### src/rtl/lsu32.sv
`default_nettype none
// ============================================================================
// Module  : lsu32
// Purpose : Load/store unit for the rv32i core. Accepts one load or store per
//           handshake, drives the data BRAM ports, extends load data and
//           reports misaligned, illegal or out-of-range accesses.
// Revision: 1.0 - initial release
// ============================================================================
module lsu32 #(
    parameter int ADDR_WIDTH   = 12,
    parameter int READ_LATENCY = 0
) (
    input  logic                  clk,
    input  logic                  rst_n,
    input  logic                  req_valid,
    output logic                  req_ready,
    input  logic                  req_we,
    input  logic [2:0]            req_funct3,
    input  logic [31:0]           req_addr,
    input  logic [31:0]           req_wdata,
    output logic                  resp_valid,
    output logic                  resp_err,
    output logic [31:0]           resp_rdata,
    output logic [ADDR_WIDTH-1:0] mem_w_addr,
    output logic [31:0]           mem_w_dat,
    output logic                  mem_w_enb,
    output logic [3:0]            mem_byte_enb,
    output logic [ADDR_WIDTH-1:0] mem_r_addr,
    output logic                  mem_r_enb,
    input  logic [31:0]           mem_r_dat
);

    typedef enum logic [1:0] {
        S_IDLE  = 2'd0,
        S_WRITE = 2'd1,
        S_READ  = 2'd2,
        S_RESP  = 2'd3
    } state_t;

    // Read latency is at most 3, so a 2-bit counter suffices.
    localparam logic [1:0] LAT = 2'(READ_LATENCY);

    state_t                state_q, state_d;
    logic [2:0]            f3_q, f3_d;
    logic [ADDR_WIDTH-1:0] addr_q, addr_d;
    logic [31:0]           wdata_q, wdata_d;
    logic                  err_q, err_d;
    logic [31:0]           rdata_q, rdata_d;
    logic [1:0]            cnt_q, cnt_d;

    logic                  req_bad;
    logic [31:0]           ld_shift;
    logic [31:0]           ld_ext;
    logic [3:0]            st_be;
    logic [31:0]           st_dat;

    // Classify the incoming request: illegal funct3, misalignment, range.
    always_comb begin
        req_bad = 1'b0;
        if (req_we) begin
            if (req_funct3[2] || (req_funct3[1:0] == 2'b11)) req_bad = 1'b1;
        end else begin
            if ((req_funct3[1:0] == 2'b11) || (req_funct3 == 3'b110)) req_bad = 1'b1;
        end
        if ((req_funct3[1:0] == 2'b01) && req_addr[0]) req_bad = 1'b1;
        if ((req_funct3[1:0] == 2'b10) && (req_addr[1:0] != 2'b00)) req_bad = 1'b1;
        // Range check uses the full 32-bit address before any truncation.
        if ((req_addr >> ADDR_WIDTH) != 32'd0) req_bad = 1'b1;
    end

    // Align the read word to the addressed byte and extend to 32 bits.
    always_comb begin
        ld_shift = mem_r_dat >> {addr_q[1:0], 3'b000};
        case (f3_q)
            3'b000:  ld_ext = {{24{ld_shift[7]}}, ld_shift[7:0]};
            3'b001:  ld_ext = {{16{ld_shift[15]}}, ld_shift[15:0]};
            3'b100:  ld_ext = {24'd0, ld_shift[7:0]};
            3'b101:  ld_ext = {16'd0, ld_shift[15:0]};
            default: ld_ext = ld_shift;
        endcase
    end

    // Build the byte mask and lane-replicated store data.
    always_comb begin
        st_be  = 4'b1111;
        st_dat = wdata_q;
        case (f3_q[1:0])
            2'b00: begin
                st_be  = 4'b0001 << addr_q[1:0];
                st_dat = {4{wdata_q[7:0]}};
            end
            2'b01: begin
                st_be  = 4'b0011 << addr_q[1:0];
                st_dat = {2{wdata_q[15:0]}};
            end
            default: ;
        endcase
    end

    // State and latched-request registers; reset aborts any access at once.
    always_ff @(posedge clk or negedge rst_n) begin
        if (!rst_n) begin
            state_q <= S_IDLE;
            f3_q    <= 3'd0;
            addr_q  <= '0;
            wdata_q <= 32'd0;
            err_q   <= 1'b0;
            rdata_q <= 32'd0;
            cnt_q   <= 2'd0;
        end else begin
            state_q <= state_d;
            f3_q    <= f3_d;
            addr_q  <= addr_d;
            wdata_q <= wdata_d;
            err_q   <= err_d;
            rdata_q <= rdata_d;
            cnt_q   <= cnt_d;
        end
    end

    // Next-state logic: accept in IDLE, one WRITE cycle, counted READ, RESP.
    always_comb begin
        state_d = state_q;
        f3_d    = f3_q;
        addr_d  = addr_q;
        wdata_d = wdata_q;
        err_d   = err_q;
        rdata_d = rdata_q;
        cnt_d   = cnt_q;
        case (state_q)
            S_IDLE: begin
                if (req_valid) begin
                    f3_d    = req_funct3;
                    addr_d  = req_addr[ADDR_WIDTH-1:0];
                    wdata_d = req_wdata;
                    err_d   = req_bad;
                    rdata_d = 32'd0;
                    cnt_d   = 2'd0;
                    if (req_bad)     state_d = S_RESP;
                    else if (req_we) state_d = S_WRITE;
                    else             state_d = S_READ;
                end
            end
            S_WRITE: state_d = S_RESP;
            S_READ: begin
                if (cnt_q == LAT) begin
                    rdata_d = ld_ext;
                    state_d = S_RESP;
                end else begin
                    cnt_d = cnt_q + 2'd1;
                end
            end
            default: state_d = S_IDLE;
        endcase
    end

    // Outputs decoded from the current state only, so enables never overlap.
    always_comb begin
        mem_w_enb    = 1'b0;
        mem_byte_enb = 4'd0;
        mem_w_dat    = 32'd0;
        mem_r_enb    = 1'b0;
        resp_valid   = 1'b0;
        resp_err     = 1'b0;
        resp_rdata   = 32'd0;
        case (state_q)
            S_WRITE: begin
                mem_w_enb    = 1'b1;
                mem_byte_enb = st_be;
                mem_w_dat    = st_dat;
            end
            S_READ: mem_r_enb = 1'b1;
            S_RESP: begin
                resp_valid = 1'b1;
                resp_err   = err_q;
                resp_rdata = rdata_q;
            end
            default: ;
        endcase
    end

    assign mem_w_addr = addr_q;
    assign mem_r_addr = addr_q;
    assign req_ready  = (state_q == S_IDLE) && rst_n;

endmodule
`default_nettype wire

### config.mk
export PLATFORM = sky130hd
export DESIGN_NAME = lsu32
export DESIGN_NICKNAME = d
export VERILOG_FILES = /design/src/rtl/lsu32.sv
export SDC_FILE = /design/constraint.sdc
export NUM_CORES = 1
export LEC_CHECK = 0
export CAP_MARGIN = 40
export CORE_MARGIN = 3
export CORE_UTILIZATION = 47
export CTS_CLUSTER_DIAMETER = 200
export CTS_CLUSTER_SIZE = 24
export DETAILED_ROUTE_END_ITERATION = 8
export PLACE_DENSITY = 0.87
export SYNTH_ARGS = -nofsm -noshare
export SYNTH_HDL_FRONTEND = slang
export SYNTH_SLANG_ARGS = --single-unit
### constraint.sdc
create_clock -name clk -period 3.2 [get_ports clk]
set_clock_uncertainty 0.2 [all_clocks]
set_input_delay 0.48 -clock clk [delete_from_list [all_inputs] [get_ports clk]]
set_output_delay 0.48 -clock clk [all_outputs]
set_load 0.02 [all_outputs]
# Word-level counts from Yosys, hierarchy flattened

Cells that the tools add are included.
Widths: inputs -> output; s select.

Flip-flop bits (word level): 84
Output and inout port bits: 97
Word-level logic and storage cells: 68

Add/subtract/negate cells: 1
Equal/unequal tests: 14
Shift-type cells: 3
Muxes and demuxes: 27
Reductions and logical operators: 16

Operator list:

| kind                | number |
|---|---|
| $mux 32             | 4 |
| $pmux 32 s2         | 2 |
| $pmux 32 s4         | 1 |
| $reduce_bool 32->1  | 1 |
| $shr 32x5->32       | 1 |
| $mux 2              | 6 |
| $mux 1              | 10 |
| $eq 3x3->1 const B  | 3 |
| $eq 2x2->1 const B  | 4 |
| $pmux 4 s2          | 1 |
| $eq 2x1->1 const B  | 3 |
| $logic_not 2->1     | 3 |
| $ne 2x2->1 const B  | 3 |
| $pmux 2 s3          | 1 |
| $reduce_and 3->1    | 2 |
| $mux 4              | 1 |
| $pmux 2 s2          | 1 |
| $reduce_and 2->1    | 2 |
| $reduce_bool 2->1   | 2 |
| $shl 1x2->4 const A | 1 |
| $shl 2x2->4 const A | 1 |
| $eq 3x1->1 const B  | 1 |
| $logic_and 1x1->1   | 3 |
| $logic_not 3->1     | 1 |
| other kinds (2)     | 3 |

# Logic depth before layout (Yosys ltp)

Gate-level depths: netlist of the first run.

Depth after elaboration: 10
Gate-level depth with buffers: 7
Depth with buffers taken out: 6

# Worst setup path before layout of the first run

No wires, ideal clock.

Path kind: flip-flop to output port
From: register f3_q[1]
To: output mem_w_dat[10]
Arrival time: 1.664 ns
Path slack: 0.856 ns
Stages on the path, launching flop included: 7
Path buffers: 3
Path through: dfrtp_1 -> clkbuf_1 -> or2_1 -> buf_2 -> buf_1 -> nand2_1 -> a21boi_0

Cells in the longest elaborated chain, start to end: 3

RTL lines:

| element                                       | line | source |
|---|---|---|
| start: declaration                            | 44   | `logic [2:0] f3_q, f3_d;` |
| start signal: assignment                      | 104  | `f3_q <= 3'd0;` |
| start signal: assignment                      | 112  | `f3_q <= f3_d;` |
| $eq 2x1->1 or $logic_not 2->1 (tied branches) | 87   | `case (f3_q[1:0])` |
| $pmux 32 s2 (*)                               | 87   |  |
| $mux 32 (*)                                   | 166  | `case (state_q)` |
| end: declaration                              | 25   | `output logic [31:0] mem_w_dat,` |

Mark *: on every way between the ends. The rest lies on a longest branch, timed or not.

# Worst setup path after layout of the first run

From: register f3_q[1]
To: output mem_w_dat[15]

The elaborated chain is that of the path after synthesis.

==> metrics.log, run 1 <==
INFO  metric outcome = complete, no violations
INFO  metric crit_path_max_incr_delay = 0.62 ns
INFO  metric cts_made_buffers = 9
INFO  metric first_iter_violations = roughly 220
INFO  metric yosys.cell_types.count = 42
INFO  metric finalSetupTns = 0 ns
INFO  metric num_antenna_cells = 0
INFO  metric critPathMaxFanout = 15
INFO  metric worst_ir_drop_vdd = 604 uV
INFO  metric count_of_flip_flops_with_a_built_in_enable_after_synthesis = 0
INFO  metric async_flop_share = 1.00
INFO  metric grt_use_total = 0.243
INFO  metric grt_setup_unrepaired = false
INFO  metric dpl.hpwl = approximately 10000 um
INFO  metric total_number_of_yosys_warnings = 0
INFO  metric weighted_congestion_reported_at_the_end_of_routability_driven_placement = ~0.88
INFO  metric grt_overflow = 0
INFO  metric crit_family = buffers and inverters
INFO  metric post_layout_util = 0.723
INFO  metric pwr_density_cell = 960 nW/um^2
INFO  metric drt-pass1-iter-count = 4
INFO  metric core = between 9000 and 10000 um^2
INFO  metric clkSlewWorstSetupHoldPaths = roughly 0.080 ns
INFO  metric yosys.area_share.simple = 0.148
INFO  metric timing.setup.critical_path_class = reg2out
INFO  metric first_global_vias = about 4300
INFO  metric leakage = 2.98 nW
INFO  metric number_of_clock_sinks = 84
INFO  metric path_buf_inv = 2
INFO  metric layout_worst_path_cycle_share = 0.936
INFO  metric maxCapViolCount = 0
INFO  metric cp.depth = 5
INFO  metric floorplan.die_area = 11500 um^2
INFO  metric synth_common_cells = sky130_fd_sc_hd__dfrtp_1 (84), sky130_fd_sc_hd__mux2_2 (55), sky130_fd_sc_hd__and2_1 (51)
INFO  metric worst-slew-pin-transition = just over 0.9 ns
INFO  metric synth_top_area_cell = sky130_fd_sc_hd__dfrtp_1
INFO  metric effective_utilization_at_floorplan = 0.488
INFO  metric die_height = 107 um
INFO  metric synth_compound_area_frac = 0.144
INFO  metric finalPower = approximately 6.8 mW
INFO  metric clock_tree.buffer_depth = 2
INFO  metric worst-r2r-cell-count = 6
INFO  metric max_freq = between 0.3 and 0.4 GHz
INFO  metric root_buffer = sky130_fd_sc_hd__clkbuf_8
INFO  metric ant_nets = 0
INFO  metric worst_skew_pair.late_latency = 0.36 ns
INFO  metric global_route_wire_length_before_repair = 22000 um
INFO  metric core_rows = 36
INFO  metric hold_viol = 0
INFO  metric layout_min_cycle_time = 3.00 ns
INFO  metric synth_area_leaders = sky130_fd_sc_hd__dfrtp_1 (44%), sky130_fd_sc_hd__mux2_2 (13%), sky130_fd_sc_hd__and2_1 (6.6%)
INFO  metric pin_count = 200
INFO  metric setup_violations = 0
INFO  metric syn-cell-area = 4810 um^2
INFO  metric post_drt_wl_per_cell = 18.0 um
INFO  metric buffer_ports.inserted = 199
INFO  metric cts_max_level = 3
INFO  metric cts_tree = done
INFO  metric synth_top_family_by_area = multiplexers
INFO  metric synth.top_cell.area_share = 0.437
INFO  metric fin_cells = 772
INFO  metric syn_nets = 562
INFO  metric flip_flop_cell_with_the_highest_count_after_synthesis = sky130_fd_sc_hd__dfrtp_1
INFO  metric route.vias.total = around 4200
INFO  metric synthesis.area_per_instance = 10.6 um^2
INFO  metric area_delta_synth_final = 48.2%
INFO  metric fp.dieW = 107 um
INFO  metric multiplexer_share_of_the_synthesized_area = 0.200
INFO  metric worstPathArrival = 2.32 ns
INFO  metric max_slew_margin = 0.388
INFO  metric synth_adder_area_share = 0.0130
INFO  metric nNetsFinal = approximately 740
INFO  metric route.detailed.drc = 0
INFO  metric maxSlewViolCount = 0
INFO  metric cp-end-kind = output pin
INFO  metric maximum_number_of_pins_on_one_net_before_global_route_repair = 43
INFO  metric critPathLaunchType = register
INFO  metric postSynthRegisterBits = 84
INFO  metric post_route_cells_drive_above_1_share = 0.144
INFO  metric required = 2.52 ns
INFO  metric total_routed_wirelength = around 14000 um
INFO  metric synth_xor_xnor_area_share = 0.00182
INFO  metric crit_chain = buf_4 > or2_1 > nand2_1 > a21boi_0 > clkdlybuf4s50_1
INFO  metric fin_worst_hold_slack = 0.242 ns
INFO  metric yosysMostFrequentCell = sky130_fd_sc_hd__dfrtp_1
INFO  metric grt_antenna_before_repair = 0
INFO  metric numPlacedInstances = approximately 760
INFO  metric synth.yosys.seq_area_share = 0.437
INFO  metric route.detailed.vias_per_inst = 5.48
INFO  metric syn-instance-count = 454
INFO  metric hold_path.class = in2async
INFO  metric critPathSlowestCell = sky130_fd_sc_hd__clkdlybuf4s50_1
[state kept, by name, indices dropped and copies added (netlist names)]
| name | count |
|---|---|
| cnt_q | 2 |
| err_q | 1 |
| f3_q | 3 |
| mem_r_addr | 12 |
| rdata_q | 32 |
| state_q | 2 |
| wdata_q | 32 |
[worst paths after layout]
check | endpoint | slack (ns) | startpoint
max | mem_w_dat[15] | 0.20 | f3_q[1]
min | rdata_q[0] | 0.24 | rst_n
max reg2reg | rdata_q[28] | 0.63 | state_q[0]
min reg2reg | rdata_q[0] | 0.29 | rdata_q[0]
max in group asynchronous | wdata_q[23] | 1.61 | rst_n
min in group clk | rdata_q[0] | 0.29 | rdata_q[0]
[per-stage QoR]
stage,setup WS (ns),cell area [um^2]
6_report,0.204,7130
2_1_floorplan,0.856,4810
3_3_place_gp,0.604,6850
5_1_grt,0.0328,7130
3_5_place_dp,0.441,6870
4_1_cts,0.142,7130
[final cells by class]
cell class	instances	area, um^2
inverter	8	30.0
fill	695	2730
timing repair buffer	214	2130
clock buffer	10	128
clock inverter	5	125
sequential	84	2100
multi-input combinational	318	2450
tap	133	166
[repair_timing]
| action | in CTS | in global routing |
|---|---|---|
| setup endpoints to repair | 0 | 1 |
| hold buffers | 1 | 0 |
| setup buffers | 0 | 0 |
| resized for setup | 0 | 1 |
| hold endpoints to repair | 2 | 0 |
[worst register-to-register path: stages (launching register included)]
cell and delay [ns]:
sky130_fd_sc_hd__dfrtp_1 0.42, sky130_fd_sc_hd__inv_1 0.09, sky130_fd_sc_hd__ha_1 0.29, sky130_fd_sc_hd__nand2b_1 0.21
sky130_fd_sc_hd__nand2_1 0.22, sky130_fd_sc_hd__nor3_1 0.79, sky130_fd_sc_hd__a221o_1 0.29
[kinds of logic (layout without fill, tap and decap cells)]
family	after synthesis	after routing
compound gates	96	96
xor+xnor	1	1
fa+ha+maj	5	5
buf+inv	52	237
flops	84	84
mux	88	88
simple gates	128	128
[layer usage]
layer	vias to the layer above	track usage	wire length, um
met1	2067	0.314	5760
met3	20	0.0789	1350
met2	186	0.386	6520
met4	0	0.0831	244
met5	-	0	0
li1	1960	-	-
[placed cells by master, fill, tap and decap left out, drive strengths merged, types with 2 or more instances in the layout]
| cell type | n |
|---|---|
| a21boi | 8 |
| a21o | 2 |
| a21oi | 23 |
| a221o | 16 |
| and2 | 51 |
| buf | 15 |
| bufinv | 4 |
| clkbuf | 10 |
| clkdlybuf4s50 | 198 |
| dfrtp | 84 |
| ha | 5 |
| inv | 8 |
| mux2 | 56 |
| mux2i | 31 |
| nand2 | 31 |
| nand2b | 3 |
| nand3 | 3 |
| nand3b | 8 |
| nor2 | 14 |
| nor2b | 8 |
| nor3 | 2 |
| nor4 | 5 |
| o21a | 4 |
| o21ai | 21 |
| o2bb2ai | 15 |
[power breakdown]
group          internal (mW)  switching (mW)  leakage [nW]
Combinational           1.92            2.01          1.81
Sequential              1.55           0.395          1.05
Clock                  0.592           0.385         0.126
Total                   4.06            2.79          2.98
(Power assumes the default switching activity.)
==> run 2: changes to the inputs <==
Settings changed: CORE_UTILIZATION 47 to 35, CTS_CLUSTER_DIAMETER 200 to 40, PLACE_DENSITY 0.87 to default, PLACE_DENSITY_LB_ADDON from default to 0.1.
==> run 2 against run 1 <==
Net effect:
- wire length rose by 4.9%
- combinational power about the same
- cell count rose by 5.6%
- flip-flop and latch count is the same
- setup slack better by 0.10 ns
- non-clock buffer count down 1
==> metrics.log, run 2 (synthesized netlist as in run 1, its figures left out) <==
INFO  metric outcome = complete, no violations
INFO  metric first_global_vias = 4196
INFO  metric worst_ir_drop_vdd = ~570 uV
INFO  metric post-cts-setup-buffer-count = 0
INFO  metric max_slew_margin = 0.344
INFO  metric hold_path.class = in2async
INFO  metric cts_tree = done
INFO  metric grt_setup_unrepaired = false
INFO  metric route.detailed.vias_per_inst = just over 5
INFO  metric buffer_ports.inserted = 199
INFO  metric multi_input_gate_area = ~2400 um^2
INFO  metric total_routed_wirelength = 14600 um
INFO  metric drt-pass1-iter-count = 4
INFO  metric post_drt_wl_per_cell = 17.9 um
INFO  metric finalSetupTns = 0 ns
INFO  metric post_dp_cell_area = 6920 um^2
INFO  metric footprint_of_the_flip_flops_and_latches = 2100 um^2
INFO  metric post_layout_util = 0.541
INFO  metric use_met2 = 0.307
INFO  metric maxCapViolCount = 0
INFO  metric worst-r2r-setup-slack = 0.79 ns
INFO  metric leakage = 2.99 nW
INFO  metric commonest_non_fill_non_tap_cell_in_the_layout = sky130_fd_sc_hd__clkdlybuf4s50_1
INFO  metric grt_antenna_before_repair = 1
INFO  metric fp.dieW = 123 um
INFO  metric grt_use_total = 0.194
INFO  metric final_design_area_no_fill = roughly 7200 um^2
INFO  metric post_cts_resize_count = 0
INFO  metric floorplan.die_area = 15200 um^2
INFO  metric num_antenna_cells = 0
INFO  metric area_delta_synth_final = 50.0%
INFO  metric layout_min_cycle_time = roughly 2.9 ns
INFO  metric layout_fillers = roughly 1200
INFO  metric gr-max-usage-layer = met2
INFO  metric clkSlewWorstSetupHoldPaths = around 0.060 ns
INFO  metric pwr_density_cell = 958 nW/um^2
INFO  metric met3_usage = 0.0549
INFO  metric layout_worst_path_cycle_share = 0.905
INFO  metric weighted_congestion_reported_at_the_end_of_routability_driven_placement = 0.831
INFO  metric worst-slew-pin-transition = slightly below 1 ns
INFO  metric core_rows = 42
INFO  metric effective_utilization_at_floorplan = 0.360
INFO  metric global_route_wire_length_before_repair = 22400 um
INFO  metric final_cell_mix = sky130_fd_sc_hd__clkdlybuf4s50_1 (198), sky130_fd_sc_hd__dfrtp_1 (84), sky130_fd_sc_hd__mux2_2 (55), sky130_fd_sc_hd__and2_1 (51), sky130_fd_sc_hd__mux2i_1 (31)
INFO  metric die_height = 123 um
INFO  metric cts_made_buffers = 9
INFO  metric dpl.hpwl = 11100 um
INFO  metric route.vias.total = 4103
INFO  metric maximum_number_of_pins_on_one_net_before_global_route_repair = 50
INFO  metric grt_overflow = 0
INFO  metric critPathLaunchType = register
INFO  metric first_iter_violations = 208
INFO  metric worstPathArrival = 2.21 ns
INFO  metric post_route_cells_drive_above_1_share = 0.141
INFO  metric required = 2.52 ns
INFO  metric ctsHoldBuffers = 0
INFO  metric critPathMaxFanout = 9
INFO  metric number_of_clock_sinks = 84
INFO  metric core = approximately 13000 um^2
INFO  metric root_buffer = sky130_fd_sc_hd__clkbuf_16
INFO  metric ant_nets = 0
INFO  metric cp-end-kind = output pin
INFO  metric max_freq = roughly 0.35 GHz
INFO  metric grt_use_met1 = 0.252
INFO  metric hold_viol = 0
INFO  metric pin_count = 200
INFO  metric setup_violations = 0
INFO  metric route.detailed.drc = 0
INFO  metric cts_max_level = 3
INFO  metric clock_tree.buffer_depth = 2
INFO  metric nNetsFinal = ~740
INFO  metric maxSlewViolCount = 0
INFO  metric timing.setup.critical_path_class = reg2out
INFO  metric worst_skew_pair.late_latency = around 0.33 ns
[run 2: final timing paths]
kind,depth (start not counted),from,endpoint
worst max-delay path,4,f3_q[0],mem_w_dat[13]
worst min-delay path,2,rst_n,rdata_q[13]
worst max register to register,6,state_q[0],rdata_q[30]
worst min register to register,2,err_q,err_q
max in group asynchronous,3,rst_n,err_q
min in group clk,2,err_q,err_q
[run 2: area by class of cell]
type	count	share of cell area
Multi-Input combinational cell	318	0.339
Clock buffer	13	0.0347
Timing Repair Buffer	213	0.294
Clock inverter	3	0.00641
Tap cell	176	0.0305
Sequential cell	84	0.291
Inverter	8	0.00416
[run 2: routing by layer]
metal,vias up,wire length (um)
li1,1971,-
met1,1946,6410
met2,165,6700
met3,19,1160
met4,2,280
met5,-,13
[run 2: critical path, stage by stage, from the launching register on]
cell and delay (ns):
sky130_fd_sc_hd__dfrtp_1 0.48, sky130_fd_sc_hd__nor2_1 0.46, sky130_fd_sc_hd__nand2_1 0.10, sky130_fd_sc_hd__a21boi_0 0.18
sky130_fd_sc_hd__clkdlybuf4s50_1 0.67
[run 2: metrics by stage]
stage               worst slack, ns  cells  total power [mW]  hold WS [ns]
CTS                           0.274    815              6.99        0.0570
floorplan                     0.856    454              4.44       -0.0156
finish                        0.305    815              6.91        0.0403
detailed placement            0.595    799              5.92         0.271
global placement              0.661    799              5.86         0.268
global route                  0.100    815              7.40        0.0653
[run 2: power by group]
| group | internal [mW] | switching, mW | total [mW] |
|---|---|---|---|
| Clock | 0.628 | 0.411 | 1.04 |
| Combinational | 1.93 | 1.99 | 3.92 |
| Sequential | 1.55 | 0.402 | 1.96 |
==> run 3: changes to the inputs <==
Clock period 3.2 ns to 2.36 ns, I/O delays scaled along.
==> run 3 against run 2 <==
Net effect:
- critical path depth increased by 1
- clock power is 23% higher
- wire length up 1.5%
- via count up 1.8%
- hold slack improved by 0.24 ns
- global-route usage is essentially flat
- sequential share of layout area shrank 0.14 points
- register-to-register slack got worse by 0.62 ns
- first-iteration DRC count rose by 19%
- cell count rose by 1.1%
- die area unchanged
- largest cell class unchanged
- largest power group unchanged
- highest routed layer unchanged
==> metrics.log, run 3 (synthesized netlist as in run 1, its figures left out) <==
INFO  metric timing.setup.critical_path_class = reg2out
INFO  metric weighted_congestion_reported_at_the_end_of_routability_driven_placement = 0.885
INFO  metric leakage = between 3 and 4 nW
INFO  metric clock_tree.buffer_depth = 2
INFO  metric max_freq = 0.433 GHz
INFO  metric effective_utilization_at_floorplan = 0.360
INFO  metric layout_min_cycle_time = 2.31 ns
INFO  metric cp-end-kind = output pin
INFO  metric first_iter_violations = 248
INFO  metric clkSlewWorstSetupHoldPaths = 0.06 ns
INFO  metric crit_chain = buf_4 > ha_1 > buf_4 > and2_1 > dlygate4sd2_1
INFO  metric hold_path_startpoint = rdata_q[14]
INFO  metric finalPower = 9.26 mW
INFO  metric post_route_cells_drive_above_1_share = 0.176
INFO  metric worst_skew_pair.late_latency = 0.34 ns
INFO  metric pin_count = 200
INFO  metric maximum_number_of_pins_on_one_net_before_global_route_repair = between 80 and 90
INFO  metric p_int = 5.41 mW
INFO  metric maxSlewViolCount = 0
INFO  metric sequentialPowerShare = 0.283
INFO  metric route.detailed.drc = 0
INFO  metric cts_tree = done
INFO  metric layout_worst_path_cycle_share = 0.978
INFO  metric crit_path_max_incr_delay = 0.39 ns
INFO  metric critPathLaunchType = register
INFO  metric layout_fillers = 1240
INFO  metric nNetsFinal = 753
INFO  metric rr_startpoint = state_q[0]
INFO  metric final_cell_mix = sky130_fd_sc_hd__clkdlybuf4s50_1 (125), sky130_fd_sc_hd__dfrtp_1 (84), sky130_fd_sc_hd__dlygate4sd2_1 (59), sky130_fd_sc_hd__mux2_2 (55), sky130_fd_sc_hd__and2_1 (51)
INFO  metric route.detailed.vias_per_inst = 5.07
INFO  metric setup_violations = 0
INFO  metric final_design_area_no_fill = 7250 um^2
INFO  metric post_dp_cell_area = 7030 um^2
INFO  metric cts_made_buffers = 9
INFO  metric worst_ir_drop_vdd = 685 uV
INFO  metric ant_nets = 0
INFO  metric post_drt_wl_per_cell = roughly 18 um
INFO  metric hold_path_end = rdata_q[14]
INFO  metric worst-r2r-cell-count = 7
INFO  metric power.clock.fraction = 0.138
INFO  metric net-switching-power = approximately 3.8 mW
INFO  metric worst-r2r-setup-slack = around 0.17 ns
INFO  metric num_antenna_cells = 0
INFO  metric dpl_worst_slack = -0.0158 ns
INFO  metric cts_max_level = 3
INFO  metric pwr_density_cell = 1280 nW/um^2
INFO  metric timing.rr.end = rdata_q[5]
INFO  metric worst-slew-pin-transition = around 0.8 ns
INFO  metric grt_antenna_before_repair = 1
INFO  metric core_rows = 42
INFO  metric number_of_clock_sinks = between 80 and 90
INFO  metric combinationalPowerShare = 0.579
INFO  metric numPlacedInstances = 808
INFO  metric hold_viol = 0
INFO  metric drt-pass1-iter-count = 4
INFO  metric cpMostUsedCell = sky130_fd_sc_hd__buf_4
INFO  metric maxCapViolCount = 0
INFO  metric worst_slack = 0.0509 ns
INFO  metric outcome = complete, no violations
INFO  metric global_route_wire_length_before_repair = 22800 um
INFO  metric floorplan.die_area = ~15000 um^2
INFO  metric worst_hold_path.num_cells = 1
INFO  metric switching_share = 0.416
INFO  metric grt_use_total = 0.193
INFO  metric first_global_vias = around 4300
INFO  metric worstPathArrival = 1.76 ns
INFO  metric route.vias.total = 4176
INFO  metric die_height = 123 um
INFO  metric dpl.hpwl = 11200 um
INFO  metric commonest_non_fill_non_tap_cell_in_the_layout = sky130_fd_sc_hd__clkdlybuf4s50_1
INFO  metric core = 13300 um^2
INFO  metric area_delta_synth_final = 50.7%
INFO  metric fin_cells = 824
INFO  metric critPathMaxFanout = 15
INFO  metric grt_overflow = 0
INFO  metric hold_path.class = reg2reg
INFO  metric total_routed_wirelength = 14800 um
INFO  metric fp.dieW = ~120 um
INFO  metric buffer_ports.inserted = 199
INFO  metric required = 1.81 ns
INFO  metric root_buffer = sky130_fd_sc_hd__clkbuf_16
INFO  metric critPathSlowestCell = sky130_fd_sc_hd__dfrtp_1
INFO  metric max_slew_margin = 0.461
run 3: changes by cell type in the layout (fill, tap and decap cells not counted), moves of 2 or more:
cell                              delta
sky130_fd_sc_hd__buf_4               +4
sky130_fd_sc_hd__mux2i_2             +2
sky130_fd_sc_hd__clkdlybuf4s50_1    -73
sky130_fd_sc_hd__a21boi_1            +4
sky130_fd_sc_hd__mux2i_1             -3
sky130_fd_sc_hd__buf_12              +3
sky130_fd_sc_hd__clkdlybuf4s15_2     +4
sky130_fd_sc_hd__dlygate4sd2_1      +59
sky130_fd_sc_hd__clkbuf_2            +5
sky130_fd_sc_hd__clkdlybuf4s15_1     +3
sky130_fd_sc_hd__a21boi_0            -4
sky130_fd_sc_hd__buf_6               +3
run 3: how the worst max path moves through the flow:
stage / endpoint / cells past startpoint / from / slack (ns)
after floorplan: rdata_q[24] / 6 / state_q[0] / 0.14
final: resp_rdata[1] / 5 / state_q[1] / 0.05
after detailed placement: rdata_q[27] / 5 / req_valid / -0.02
after global routing: mem_w_dat[8] / 5 / state_q[1] / -0.01
after global placement: mem_w_dat[11] / 5 / state_q[1] / 0.03
after CTS: mem_r_enb / 3 / state_q[0] / 0.003
run 3: area by class of cell:
| type | instances | area (um^2) | area share |
|---|---|---|---|
| clock buffer | 12 | 246 | 0.0340 |
| multi-input combinational | 318 | 2480 | 0.342 |
| inverter | 8 | 30.0 | 0.00414 |
| sequential | 84 | 2100 | 0.290 |
| clock inverter | 2 | 12.5 | 0.00173 |
| tap | 176 | 220 | 0.0304 |
| timing repair buffer | 224 | 2160 | 0.298 |
run 3: routing by layer:
| metal | up-vias | wire length (um) | GRT usage |
|---|---|---|---|
| li1 | 1991 | - | - |
| met1 | 2017 | 6460 | 0.257 |
| met2 | 152 | 6960 | 0.309 |
| met3 | 14 | 1180 | 0.0535 |
| met4 | 2 | 184 | 0.0567 |
| met5 | - | 8 | 0 |
run 3: worst max-delay path: cells and delay by family, from the launching register on:
kind          cells  cell delay (ns)
simple gates      1             0.16
flops             1             0.39
fa+ha+maj         1             0.21
buf+inv           3             0.66
run 3: timing repair:
item	CTS	global route
hold endpoints to repair	84	0
hold buffers	1	0
setup endpoints to repair	72	25
buffers inserted	0	1
pin swaps	0	0
gates resized for setup	89	27
cloned	0	0
run 3: per-stage QoR:
step                      hold WS, ns  utilization  TNS [ns]
final                           0.282        0.543         0
after global routing            0.311        0.543   -0.0503
after CTS                       0.289        0.541         0
after detailed placement        0.271        0.526    -0.107
after global placement          0.266        0.526         0
after floorplan                -0.142            -         0
run 3: power by group through the flow:
| stage | combinational (mW) | clock [mW] | sequential (mW) |
|---|---|---|---|
| 3_5_place_dp | 5.56 | 0 | 2.62 |
| 2_1_floorplan | 3.44 | 0 | 2.58 |
| 5_1_grt | 5.81 | 1.38 | 2.72 |
| 4_1_cts | 5.36 | 1.32 | 2.60 |
| 3_3_place_gp | 5.49 | 0 | 2.60 |
| 6_report | 5.36 | 1.28 | 2.62 |
==> RTL edit 1, RTL diff (flow settings as in run 3) <==
Set the parameter `ADDR_WIDTH` to 11 (it was 12).
--- a/src/rtl/lsu32.sv
+++ b/src/rtl/lsu32.sv
@@ -8,5 +8,5 @@
 // ============================================================================
 module lsu32 #(
-    parameter int ADDR_WIDTH   = 12,
+    parameter int ADDR_WIDTH   = 11,
     parameter int READ_LATENCY = 0
 ) (
Interface: changed (resized mem_r_addr and mem_w_addr); port bits go from 200 to 198. No check against the original RTL was run, so the function may have changed too.
==> RTL edit 1 against run 3 <==
  * Maximum frequency is 1.6% higher
  * Highest routed layer is now met4
  * Power rose by 1.6%
  * Critical endpoint is now mem_w_dat[28]
  * Wire length shrank 1.5%
  * Worst setup slack improved by 36 ps
  * Cell area decreased by 0.69%
  * Sequential cell count decreased by 1
  * Non-clock buffer count fell by 2
  * Area after synthesis up 0.18%
  * Largest cell class unchanged
  * Sequential share of layout area decreased by 0.13 points
==> RTL edit 1: results (changes against run 3) <==
stage	metric	value	unit	change
clock_network	post_cts resized	76		-15%
routing	Initial DRC Count	213		-14%
final_layout	Layout area overhead	49.4	%	
synthesis	ranking of synthesized cells by area	dfrtp_1 43%, mux2_2 12%, mux2i_1 6.9%, and2_1 6.5%, a221o_1 3.3%		
setup_path	Critical Path AT	1720	ps	-40 ps
global_route	initial antenna violation count	0		-1
power	Power Density	1310	nW/um^2	+2.3%
run_status	outcome	complete, no violations		
place	routability cong.	0.859		-2.8%
setup_path	r2r endpoint	rdata_q[2]$_DFFE_PN0P_		
setup_path	R2R Setup Slk	220	ps	+50 ps
synthesis	Synth cell types	41		-2.4%
setup_path	R2R depth	7		unchanged
final_layout	Fillers	1266		+2.1%
synthesis	Post-Syn Instances	457		+0.66%
setup_path	Critical Path Max Stage Delay	410	ps	+20 ps
final_layout	Ant. Diodes	0		unchanged
power	leak pwr	3.31	nW	-0.57%
global_route	largest net degree at the start of global routing	45		-47%
synthesis	synth cell count leaders	83 x dfrtp_1, 53 x mux2_2, 50 x and2_1		
worst_hold_path	worst min path class	register to register		
routing	Pre-antenna DRT Iters	4		unchanged
clock_network	CTS hold repair buffers	1		unchanged
synthesis	sequential area share after synthesis	43.1	%	-0.60 points
routing	drt total wl	14.6	mm	-1.5%
global_route	first-pass GRT wire length	22.2	mm	-2.5%
setup_path	RR Startpoint	state_q[0]$_DFFE_PN0P_		
place	pre-CTS WS	80.2	ps	+96.0 ps
setup_path	Setup crit end	mem_w_dat[28]		
global_route	GRT met2 Usage	31.8	%	+0.92 points
place	PortBufs	197		-1.0%
power	peak supply drop	0.675	mV	-1.5%
final_layout	final instance count without filler cells	827		+0.36%
global_route	Total GRT Usage	19.0	%	-0.31 points
routing	met2 wire length	6.92	mm	-0.60%
routing	WL met3	1.25	mm	+6.4%
place	Post-DP Area	6980	um^2	-0.59%
global_route	met1 layer usage reported by global route	22.9	%	-2.8 points
synthesis	Synthesized Nets	565		+0.53%
routing	Vias	4106		-1.7%
routing	# DRC	0		unchanged
place	Placed Instances	809		+0.12%
final_layout	final net count	754		+0.13%
global_route	met3 Use GR	7.27	%	+1.9 points
global_route	vias in the first global route	4339		+1.7%
final_layout	share of cells above drive strength 1	18.9	%	+1.3 points
synthesis	synth warn	0		unchanged
timing	f_max	0.440	GHz	+1.6%
routing	M1 wire length	6.18	mm	-4.4%
routing	DR top layer	met4		
setup_path	crit-path max FO	37		+22
worst_hold_path	Hold Startpoint	rdata_q[11]$_DFFE_PN0P_		
place	HPWL Detailed	11.0	mm	-2.1%
timing	worst slew pin tran	629	ps	-179 ps
setup_path	Max stage delay cell, worst path	dfrtp_1		
## RTL edit 1: changes by cell type in the layout (fill, tap and decap cells not counted), moves of 4 or more
| cell | change |
|---|---|
| dlygate4sd2_1 | -17 |
| buf_4 | +4 |
| clkdlybuf4s15_2 | -4 |
| mux2i_1 | +4 |
| clkdlybuf4s15_1 | +6 |
| a21oi_1 | -6 |
| nor3_1 | +5 |
| clkbuf_2 | +14 |
## RTL edit 1: cells by family (layout without fill, tap and decap cells)
kind of cell	after synthesis	after routing	synth area share, %
AND/OR/NAND/NOR	136	136	15.6
buffers and inverters	52	246	5.82
adder cells (fa/ha/maj)	5	5	1.30
flip-flops	83	83	43.1
AO/OA/AOI/OAI	93	93	14.3
multiplexers	87	87	19.8
XOR/XNOR	1	1	0.182
## RTL edit 1: power breakdown
part / total, mW / switching, mW / internal (mW) / leakage [nW]
combinational: 5.29 / 2.78 / 2.51 / 2.11
sequential: 2.54 / 0.492 / 2.04 / 1.04
clock: 1.58 / 0.562 / 1.02 / 0.166
## RTL edit 1: worst min path at each step
| stage | to | slack (ps) | depth (start not counted) |
|---|---|---|---|
| 3_3_place_gp | rdata_q[15]$_DFFE_PN0P_ | 270 | 1 |
| 3_5_place_dp | err_q$_DFFE_PN0P_ | 270 | 2 |
| 2_1_floorplan | cnt_q[0]$_DFFE_PN0P_ | -140 | 0 |
| 5_1_grt | rdata_q[1]$_DFFE_PN0P_ | 300 | 1 |
| 6_report | rdata_q[11]$_DFFE_PN0P_ | 280 | 1 |
| 4_1_cts | rdata_q[5]$_DFFE_PN0P_ | 290 | 1 |
## RTL edit 1: cell type report
type                       count  area share (%)
sequential                    83            28.9
tap                          176            3.06
timing repair buffer         222            28.6
clock inverter                 3           0.956
clock buffer                  13            3.75
multi-input combinational    322            34.3
inverter                       8           0.417
==> RTL edit 2, RTL diff (config.mk and constraints of run 3) <==
Made on the original files. Re-encode `state_t` (4 states) as one-hot, 4 bits wide.
--- a/src/rtl/lsu32.sv
+++ b/src/rtl/lsu32.sv
@@ -31,9 +31,9 @@
 );
 
-    typedef enum logic [1:0] {
-        S_IDLE  = 2'd0,
-        S_WRITE = 2'd1,
-        S_READ  = 2'd2,
-        S_RESP  = 2'd3
+    typedef enum logic [3:0] {
+        S_IDLE  = 4'b0001,
+        S_WRITE = 4'b0010,
+        S_READ  = 4'b0100,
+        S_RESP  = 4'b1000
     } state_t;
 
Behaviour: no difference found for any inputs over 10 cycles, from zero or initial values and one cycle with rst_n low; not proved beyond that.
==> RTL edit 2 against run 3 <==
  * The run now ends with negative setup slack left
  * Synthesized cell count up 2.6%
  * Cell area up 2.0%
  * Area after synthesis hardly changed
  * Count of clock-buffer cells in the layout rose by 2
  * Critical path depth rose by 3
  * Worst setup slack lost 68 ps
  * Wire length up 5.3%
  * Cell count is 3.9% higher
  * Register-to-register slack got worse by 90 ps
  * Sequential share of layout area grew 0.19 points
  * Global-route usage rose by 1.5 points
  * Sequential cell count is 2 higher
Power is not compared: it rests on default switching activity, and its combinational part moved more than twofold at a synthesized area within 25%.
==> RTL edit 2: results (changes against run 3) <==
stage	metric	value	unit	change
place	HPWL Detailed	11.3	mm	+0.90%
worst_hold_path	Hold Startpoint	rdata_q[10]$_DFFE_PN0P_		
worst_hold_path	worst min path class	register to register		
synthesis	ranking of synthesized cells by area	dfrtp_1 44%, mux2_2 13%, mux2i_1 6.5%, and2_1 5.5%, nor2_1 3.4%		
global_route	largest net degree at the start of global routing	87		+2.4%
routing	DR WL/cell	18.2	um	+1.4%
synthesis	synth cell count leaders	85 x dfrtp_1, 56 x mux2_2, 43 x nor2_1		
routing	Initial DRC Count	183		-26%
routing	M1 wire length	6.54	mm	+1.3%
place	routability cong.	0.809		-8.6%
global_route	vias in the first global route	4589		+7.5%
setup_path	R2R Setup Slk	80	ps	-90 ps
global_route	GRT met2 Usage	34.2	%	+3.3 points
global_route	first-pass GRT wire length	24.2	mm	+6.3%
setup_path	r2r endpoint	rdata_q[29]$_DFFE_PN0P_		
setup_path	crit-path max FO	5		-10
setup_path	Critical Path Max Stage Delay	560	ps	+170 ps
timing	Final Setup Violations	1		+1
synthesis	Syn Area/Cell	10.3	um^2	-2.6%
worst_hold_path	hold path endpoint	rdata_q[10]$_DFFE_PN0P_		
routing	Vias	4370		+4.6%
routing	Pre-antenna DRT Iters	5		+1
final_layout	share of cells above drive strength 1	29.9	%	+12 points
global_route	met3 Use GR	5.95	%	+0.59 points
final_layout	final instance count without filler cells	856		+3.9%
setup_path	RR Startpoint	state_q[0]$_DFFE_PN1P_		
setup_path	Critical Path AT	1820	ps	+60 ps
run_status	outcome	finished, violations left		
synthesis	sequential area share after synthesis	44.8	%	+1.1 points
final_layout	final net count	780		+3.6%
place	Placed Instances	827		+2.4%
routing	met2 wire length	7.57	mm	+8.8%
run_status	failing checks	negative setup slack		
timing	worst slew pin tran	465	ps	-342 ps
setup_path	Max stage delay cell, worst path	dfstp_2		
timing	final setup TNS	-17.3	ps	-17.3 ps
worst_hold_path	hold path depth	2		+1
timing	Hold Slack	279	ps	-2.81 ps
timing	post-route setup slack	-17.3	ps	-68.2 ps
synthesis	Synth cell types	45		+7.1%
routing	WL met3	1.19	mm	+1.0%
## RTL edit 2: cell types whose count changed in the layout (fill, tap and decap cells not counted), moves of 8 or more
cell,before,now
a221o_1,16,6
a221o_2,0,10
and2_1,51,37
buf_2,0,17
buf_4,17,47
clkbuf_2,5,16
dlygate4sd2_1,59,10
nor2_1,12,42
nor2b_1,8,0
o2bb2ai_1,15,0
## RTL edit 2: kinds of logic (layout without fill, tap and decap cells)
| group | count (synthesis) | count (layout) | synth area share (%) |
|---|---|---|---|
| simple gates | 147 | 147 | 16.1 |
| xor+xnor | 1 | 1 | 0.182 |
| compound gates | 90 | 90 | 13.2 |
| buf+inv | 53 | 267 | 5.49 |
| mux | 88 | 88 | 20.0 |
| flops | 86 | 86 | 44.8 |
| fa+ha+maj | 1 | 1 | 0.260 |
## RTL edit 2: final cells by class
type,instances,area (um^2)
Tap cell,176,220
Fill cell,1262,5960
Timing Repair Buffer,244,2240
Multi-Input combinational cell,327,2450
Clock inverter,1,30.0
Clock buffer,14,254
Sequential cell,86,2160
Timing Repair inverter,1,7.51
Inverter,7,26.3
## RTL edit 2: worst max-delay path by stage
stage / from / end / slack [ps] / depth (start not counted)
2_1_floorplan: mem_r_addr[0]$_DFFE_PN0P_ / mem_byte_enb[3] / 50 / 5
3_5_place_dp: mem_r_dat[31] / rdata_q[30]$_DFFE_PN0P_ / -250 / 5
3_3_place_gp: mem_r_dat[31] / rdata_q[30]$_DFFE_PN0P_ / -190 / 5
6_report: state_q[0]$_DFFE_PN1P_ / mem_w_dat[4] / -20 / 8
5_1_grt: state_q[2]$_DFFE_PN0P_ / resp_rdata[23] / -90 / 7
4_1_cts: state_q[0]$_DFFE_PN1P_ / req_ready / -230 / 3
## RTL edit 2: metrics by stage
| step | area [um^2] | setup slack, ps |
|---|---|---|
| after floorplan | 4810 | 48.8 |
| after global placement | 7080 | -193 |
| after detailed placement | 7080 | -253 |
| after CTS | 7440 | -228 |
| after global routing | 7390 | -93.9 |
| final | 7390 | -17.3 |
## RTL edit 2: repair_timing
action / in CTS / in global routing
hold buffers: 1 / 0
gates resized for setup: 200 / 73
endpoints found under the setup margin: 89 / 78
hold endpoints to repair: 85 / 0
gates cloned: 2 / 0
buffers inserted: 8 / 3
pin swaps: 2 / 1
## RTL edit 2: where the power goes
| group | internal [mW] | switching (mW) | total (mW) |
|---|---|---|---|
| Combinational | 0.842 | 0.745 | 1.59 |
| Sequential | 1.67 | 0.193 | 1.86 |
| Clock | 0.845 | 0.543 | 1.39 |
| Total | 3.36 | 1.48 | 4.84 |
## RTL edit 2: worst reg2reg max path: stages, from the launching register on
cell and delay [ps]:
dfstp_2 390, buf_4 150, buf_4 130, or3_4 360, or2_1 290, a2111oi_4 400, buf_12 190, a221o_2 120
